File: config.mk
export PLATFORM = sky130hd
export DESIGN_NAME = nibble_serial_adder_flat
export DESIGN_NICKNAME = d
export VERILOG_FILES = /design/src/rtl/nibble_serial_adder_pkg.sv /design/src/rtl/nibble_serial_adder_if.sv /design/src/rtl/nibble_serial_adder_add.sv /design/src/rtl/nibble_serial_adder.sv /design/src/flat_wrapper.sv
export SDC_FILE = /design/constraint.sdc
export NUM_CORES = 1
export LEC_CHECK = 0
export ABC_AREA = 1
export CORE_ASPECT_RATIO = 2
export CORE_UTILIZATION = 48
export DETAILED_ROUTE_END_ITERATION = 8
export PLACE_DENSITY = 0.76
export SLEW_MARGIN = 25
export SYNTH_ARGS = -nofsm -noshare
export SYNTH_HDL_FRONTEND = slang
export SYNTH_SLANG_ARGS = --single-unit
File: constraint.sdc
create_clock -name clk -period 2.3 [get_ports clk]
set_input_delay 0.46 -clock clk [delete_from_list [all_inputs] [get_ports clk]]
set_output_delay 0.46 -clock clk [all_outputs]
set_load 0.02 [all_outputs]
File: src/rtl/nibble_serial_adder_pkg.sv
// Shared types and sizing helpers for the nibble-serial adder.
package nibble_pkg;

  localparam int NIBBLE_W = 4;

  typedef enum logic [1:0] {S_IDLE, S_RUN, S_DONE} state_t;

  // Width of the nibble index counter; never narrower than one bit.
  function automatic int idx_width(input int words);
    int w;
    w = $clog2(words);
    return (w < 1) ? 1 : w;
  endfunction

endpackage

File: src/rtl/nibble_serial_adder_if.sv
// Start/done handshake and operand/result bus for the nibble-serial adder.
interface nibble_serial_adder_if #(
  parameter int WORDS = 4
);
  logic                 start_valid;
  logic                 start_ready;
  logic [4*WORDS-1:0]   a;
  logic [4*WORDS-1:0]   b;
  logic                 cin;
  logic                 done_valid;
  logic                 done_ready;
  logic [4*WORDS-1:0]   sum;
  logic                 cout;
  logic                 busy;

  modport master (
    output start_valid, a, b, cin, done_ready,
    input  start_ready, done_valid, sum, cout, busy
  );

  modport slave (
    input  start_valid, a, b, cin, done_ready,
    output start_ready, done_valid, sum, cout, busy
  );
endinterface

File: src/rtl/nibble_serial_adder_add.sv
// 4-bit ripple-carry slice built from four 1-bit full adders.
module nibble_add (
  input  logic [3:0] a,
  input  logic [3:0] b,
  input  logic       cin,
  output logic [3:0] y,
  output logic       cout
);

  logic [4:0] c;

  assign c[0] = cin;

  for (genvar i = 0; i < 4; i++) begin : g_fa
    assign y[i]   = a[i] ^ b[i] ^ c[i];
    assign c[i+1] = (a[i] & b[i]) | (c[i] & (a[i] ^ b[i]));
  end

  assign cout = c[4];

endmodule

File: src/rtl/nibble_serial_adder.sv
// Multi-cycle adder: one nibble per cycle through a single 4-bit slice,
// with a registered carry linking successive nibbles.
//
// state  | meaning
// -------+-------------------------------------------------------------
// S_IDLE | waiting for start_valid; operands captured on accept
// S_RUN  | one nibble per cycle through the slice, idx 0..WORDS-1
// S_DONE | result held on sum/cout until done_ready
module nibble_serial_adder
  import nibble_pkg::*;
#(
  parameter int WORDS = 4
) (
  input  logic                  clk,
  input  logic                  reset,
  nibble_serial_adder_if.slave  bus
);

  localparam int W     = NIBBLE_W * WORDS;
  localparam int IDX_W = idx_width(WORDS);

  state_t             state_q, state_d;
  logic [IDX_W-1:0]   idx_q;
  logic [W-1:0]       opa_q, opb_q;
  logic               carry_q;
  logic [W-1:0]       work_q, work_nxt;
  logic [W-1:0]       sum_q;
  logic               cout_q;

  logic [NIBBLE_W-1:0] slice_y;
  logic                slice_c;
  logic                last_nibble;

  nibble_add u_add (
    .a    (opa_q[NIBBLE_W-1:0]),
    .b    (opb_q[NIBBLE_W-1:0]),
    .cin  (carry_q),
    .y    (slice_y),
    .cout (slice_c)
  );

  assign last_nibble = (idx_q == IDX_W'(WORDS - 1));

  // Working register with the current slice result merged into nibble idx.
  always_comb begin
    work_nxt = work_q;
    work_nxt[int'(idx_q)*NIBBLE_W +: NIBBLE_W] = slice_y;
  end

  // State register.
  always_ff @(posedge clk or posedge reset) begin
    if (reset) state_q <= S_IDLE;
    else       state_q <= state_d;
  end

  // Next-state and handshake outputs.
  always_comb begin
    state_d         = state_q;
    bus.start_ready = 1'b0;
    bus.done_valid  = 1'b0;
    bus.busy        = 1'b0;
    case (state_q)
      S_IDLE: begin
        bus.start_ready = 1'b1;
        if (bus.start_valid) state_d = S_RUN;
      end
      S_RUN: begin
        bus.busy = 1'b1;
        if (last_nibble) state_d = S_DONE;
      end
      S_DONE: begin
        bus.busy       = 1'b1;
        bus.done_valid = 1'b1;
        if (bus.done_ready) state_d = S_IDLE;
      end
      default: state_d = S_IDLE;
    endcase
  end

  // Operand capture, nibble sequencing and result registers.
  always_ff @(posedge clk or posedge reset) begin
    if (reset) begin
      idx_q   <= '0;
      opa_q   <= '0;
      opb_q   <= '0;
      carry_q <= 1'b0;
      work_q  <= '0;
      sum_q   <= '0;
      cout_q  <= 1'b0;
    end else begin
      case (state_q)
        S_IDLE: begin
          if (bus.start_valid) begin
            opa_q   <= bus.a;
            opb_q   <= bus.b;
            carry_q <= bus.cin;
            idx_q   <= '0;
            work_q  <= '0;
          end
        end
        S_RUN: begin
          work_q  <= work_nxt;
          carry_q <= slice_c;
          opa_q   <= opa_q >> NIBBLE_W;
          opb_q   <= opb_q >> NIBBLE_W;
          idx_q   <= idx_q + IDX_W'(1);
          if (last_nibble) begin
            sum_q  <= work_nxt;
            cout_q <= slice_c;
          end
        end
        default: ;
      endcase
    end
  end

  assign bus.sum  = sum_q;
  assign bus.cout = cout_q;

endmodule

File: src/flat_wrapper.sv
// flat-port wrapper written by rule: the top's interface ports become plain ports
module nibble_serial_adder_flat import nibble_pkg::*;
#(
  parameter int WORDS = 4
)
  (clk, reset, bus_start_valid, bus_a, bus_b, bus_cin, bus_done_ready, bus_start_ready, bus_done_valid, bus_sum, bus_cout, bus_busy);
  nibble_serial_adder_if #(.WORDS(WORDS)) bus_i ();
  input  logic clk;
  input  logic reset;
  input wire logic [$bits(bus_i.start_valid)-1:0] bus_start_valid;
  input wire logic [$bits(bus_i.a)-1:0] bus_a;
  input wire logic [$bits(bus_i.b)-1:0] bus_b;
  input wire logic [$bits(bus_i.cin)-1:0] bus_cin;
  input wire logic [$bits(bus_i.done_ready)-1:0] bus_done_ready;
  output wire logic [$bits(bus_i.start_ready)-1:0] bus_start_ready;
  output wire logic [$bits(bus_i.done_valid)-1:0] bus_done_valid;
  output wire logic [$bits(bus_i.sum)-1:0] bus_sum;
  output wire logic [$bits(bus_i.cout)-1:0] bus_cout;
  output wire logic [$bits(bus_i.busy)-1:0] bus_busy;
  assign bus_i.start_valid = bus_start_valid;
  assign bus_i.a = bus_a;
  assign bus_i.b = bus_b;
  assign bus_i.cin = bus_cin;
  assign bus_i.done_ready = bus_done_ready;
  assign bus_start_ready = bus_i.start_ready;
  assign bus_done_valid = bus_i.done_valid;
  assign bus_sum = bus_i.sum;
  assign bus_cout = bus_i.cout;
  assign bus_busy = bus_i.busy;
  nibble_serial_adder #(.WORDS(WORDS)) u_core (.clk(clk), .reset(reset), .bus(bus_i));
endmodule
==> flow_metrics.env <==
export IMPL_status="complete, but fails checks"
export IMPL_violations="setup timing"
export IMPL_portBuffers=56
export IMPL_drt_iter0_drc=201
export IMPL_nets=565
export IMPL_p_comb_share_pct=45.8
export IMPL_area_growth_pct=28.2
export IMPL_path_cells="inv_2 > fa_2 > inv_2 > fa_2 > inv_2 > fa_2 > inv_2 > fa_2 > nand3_1 > o21bai_1 > nand2_1 > nand2_1"
export IMPL_globalplace_congestion=0.888
export IMPL_cts_htree_levels=3
export IMPL_cp_data_arrival_time_ps=2620
export IMPL_path_max_fanout=4
export IMPL_worst_ir_drop_vdd_mv=0.850
export IMPL_synth_fp_nets=504
export IMPL_internal_power_uw=3320
export IMPL_cts_tree="built"
export IMPL_synth_seq_cells=70
export IMPL_dr_pass1_iters=4
export IMPL_crit_buf_inv=4
export IMPL_endpoint_kind="register"
export IMPL_p_clk_share_pct=22.0
export IMPL_crit_family="adder cells"
export IMPL_preCtsSetupSlack_ps=-175
export IMPL_ys_warn_count=0
export IMPL_grt_overflow_total=0
export IMPL_fin_cells=610
export IMPL_cts_root_buf="clkbuf_16"
export IMPL_synth_cells=454
export IMPL_clk_pin_slew_ps=50
export IMPL_drt_antenna_violating_nets=0
export IMPL_diodes=0
export IMPL_clk_latency_ps=340
export IMPL_drive_above_1_share_pct=7.31
export IMPL_dieArea_um2=7640
export IMPL_route_detailed_drc=0
export IMPL_clock_sinks=70
export IMPL_swShare_pct=40.5
export IMPL_die_w_um=62.3
export IMPL_netSwitchingPower_uw=2260
export IMPL_drv_cap=0
export IMPL_yosysTopAreaCellShare_pct=50.2
export IMPL_max_slew_margin_rel_pct=64.4
export IMPL_netlist_area_um2=3490
export IMPL_synth_top_cell_by_area="dfrtp_1"
export IMPL_dp_cells=593
export IMPL_hold_buffers=0
export IMPL_via_per_inst=4.89
export IMPL_fin_ws_ps=-102
export IMPL_coreArea_um2=6990
export IMPL_hpwl_um=5450
export IMPL_grt_pass1_wl_um=12900
export IMPL_vias=2982
export IMPL_finalCritPeriodShare_pct=104
export IMPL_dpl_cell_area_um2=4190
export IMPL_clock_path_buffers=2
export IMPL_rsz0062_at_grt="yes"
export IMPL_finalHoldViolations=0
export IMPL_die_h_um=123
export IMPL_worstSetupPathType="reg2reg"
export IMPL_synth_top_cells_by_area="dfrtp_1 (50%), nand2_1 (22%), o21ai_0 (6.3%)"
export IMPL_rows=43
export IMPL_synth_cell_types=18
export IMPL_initial_core_util_pct=49.9
export IMPL_min_period_ps=2400
export IMPL_grt_use_total_pct=22.2
export IMPL_power_uw=5580
export IMPL_slew_viol_final=0
export IMPL_synth_avg_cell_area_um2=7.69
export IMPL_antenna_found_initial=0
export IMPL_post_drt_wl_per_cell_um=12.3
export IMPL_hold_path_class="reg2reg"
export IMPL_cp_start_kind="register"
export IMPL_grt_pass1_vias=2958
export IMPL_routed_wl_um=7500
export IMPL_tightest_slew_ps=533
export IMPL_fmax_mhz=416
export IMPL_pin_count=57
export IMPL_postLayoutCoreUtil_pct=64.0
export IMPL_finalClockSkew_ps=5.22
export IMPL_cts_made_buffers=9
export IMPL_p_leak_uw=0.00231
export IMPL_p_seq_share_pct=32.2
export IMPL_crit_slowest_cell="fa_2"
export IMPL_p_per_area_nw_per_um2=1250
export IMPL_ys_seq_area_share_pct=50.2
export IMPL_slowest_delay_ps=470
export IMPL_fin_area_um2=4470
export IMPL_worst_ep_required_time_ps=2520
export IMPL_n_fill_cell=634
export IMPL_setup_viol=8
export IMPL_grt_max_degree=52
-- power groups by stage --
stage                     registers [uW]  clock network, uW  logic [uW]
after floorplan                     1840                  0        1710
after CTS                           1790               1250        2530
final                               1790               1230        2560
after detailed placement            1810                  0        2490
after global placement              1790                  0        2430
after global routing                1840               1300        2890
-- cell type report --
type	count	area, um^2	area share [%]
multi-input combinational	311	1460	32.6
clock buffer	15	258	5.76
timing repair buffer	67	681	15.2
tap	90	113	2.52
inverter	56	210	4.70
sequential	70	1750	39.1
clock inverter	1	5.00	0.112
-- worst paths after layout --
path,depth (start not counted),startpoint,slack [ps],to
hold / removal,2,u_core.opb_q[14],470,u_core.opb_q[14]
min in group asynchronous,3,reset,480,u_core.opb_q[10]
setup / recovery,12,u_core.carry_q,-100,u_core.bus.sum[15]
max in group asynchronous,3,reset,1550,u_core.bus.sum[13]
hold reg to reg,2,u_core.opb_q[14],470,u_core.opb_q[14]
setup reg to reg,12,u_core.carry_q,-100,u_core.bus.sum[15]
-- per-stage QoR --
stage | setup TNS, ps | hold slack [ps]
2_1_floorplan | 0 | 442
3_3_place_gp | -376 | 458
3_5_place_dp | -954 | 464
4_1_cts | -410 | 474
5_1_grt | -1190 | 487
6_report | -403 | 468
-- synthesized netlist by cell type --
library cell,instances
inv_2,2
buf_4,1
dfrtp_1,70
clkbuf_1,5
o211ai_1,4
a21oi_2,1
ha_1,9
o21ai_1,5
o21ai_0,44
buf_2,10
nor2_1,14
nand2_1,204
o21ai_4,1
nand3_1,21
inv_1,54
fa_1,4
clkbuf_2,1
o21bai_1,4
-- flip-flops by register name, indices dropped and copies added, names as in the netlist --
| name | cells |
|---|---|
| u_core.bus.cout | 1 |
| u_core.bus.sum | 16 |
| u_core.carry_q | 1 |
| u_core.idx_q | 2 |
| u_core.opa_q | 16 |
| u_core.opb_q | 16 |
| u_core.state_q | 2 |
| u_core.work_q | 16 |
-- cell families after synthesis --
family          count (synthesis)  share of synthesized area, %
simple gates                  239                          26.5
fa+ha+maj                      13                          5.52
buf+inv                        73                          8.35
compound gates                 59                          9.47
flops                          70                          50.2
-- tightest hold or removal path: cells and delay by family (launching register included) --
family / cells / cell delay, ps
flops: 1 / 340
simple gates: 2 / 100
-- routing by layer --
| layer | vias up | wire length [um] | track usage [%] | part of all wire, % |
|---|---|---|---|---|
| met5 | - | 0 | 0 | 0 |
| met4 | 0 | 306 | 15.4 | 4.1 |
| met3 | 20 | 274 | 5.02 | 3.7 |
| met2 | 83 | 4060 | 39.6 | 54 |
| met1 | 1362 | 2850 | 22.9 | 38 |
| li1 | 1517 | - | - | - |
-- placed cells by master (no fill, tap or decap) --
| cell type | Yosys | routed |
|---|---|---|
| a21oi_2 | 1 | 1 |
| nand2_1 | 204 | 204 |
| o21ai_1 | 5 | 5 |
| clkinv_2 | 0 | 1 |
| o21ai_4 | 1 | 1 |
| inv_1 | 54 | 46 |
| o21bai_1 | 4 | 4 |
| clkbuf_1 | 5 | 5 |
| clkdlybuf4s50_1 | 0 | 56 |
| o21ai_0 | 44 | 44 |
| ha_1 | 9 | 9 |
| clkbuf_8 | 0 | 1 |
| nand3_1 | 21 | 21 |
| buf_4 | 1 | 8 |
| clkbuf_16 | 0 | 9 |
| o211ai_1 | 4 | 4 |
| dfrtp_1 | 70 | 70 |
| fa_2 | 0 | 4 |
| buf_12 | 0 | 3 |
| inv_2 | 2 | 10 |
| nor2_1 | 14 | 14 |
-- what timing repair did --
item / CTS / global route
gates resized for setup: 6 / 5
pin swaps: 1 / 4
setup buffers: 0 / 1
gates cloned: 0 / 0
endpoints found under the setup margin: 8 / 8
Note: power is estimated with default switching activity, not from simulation.
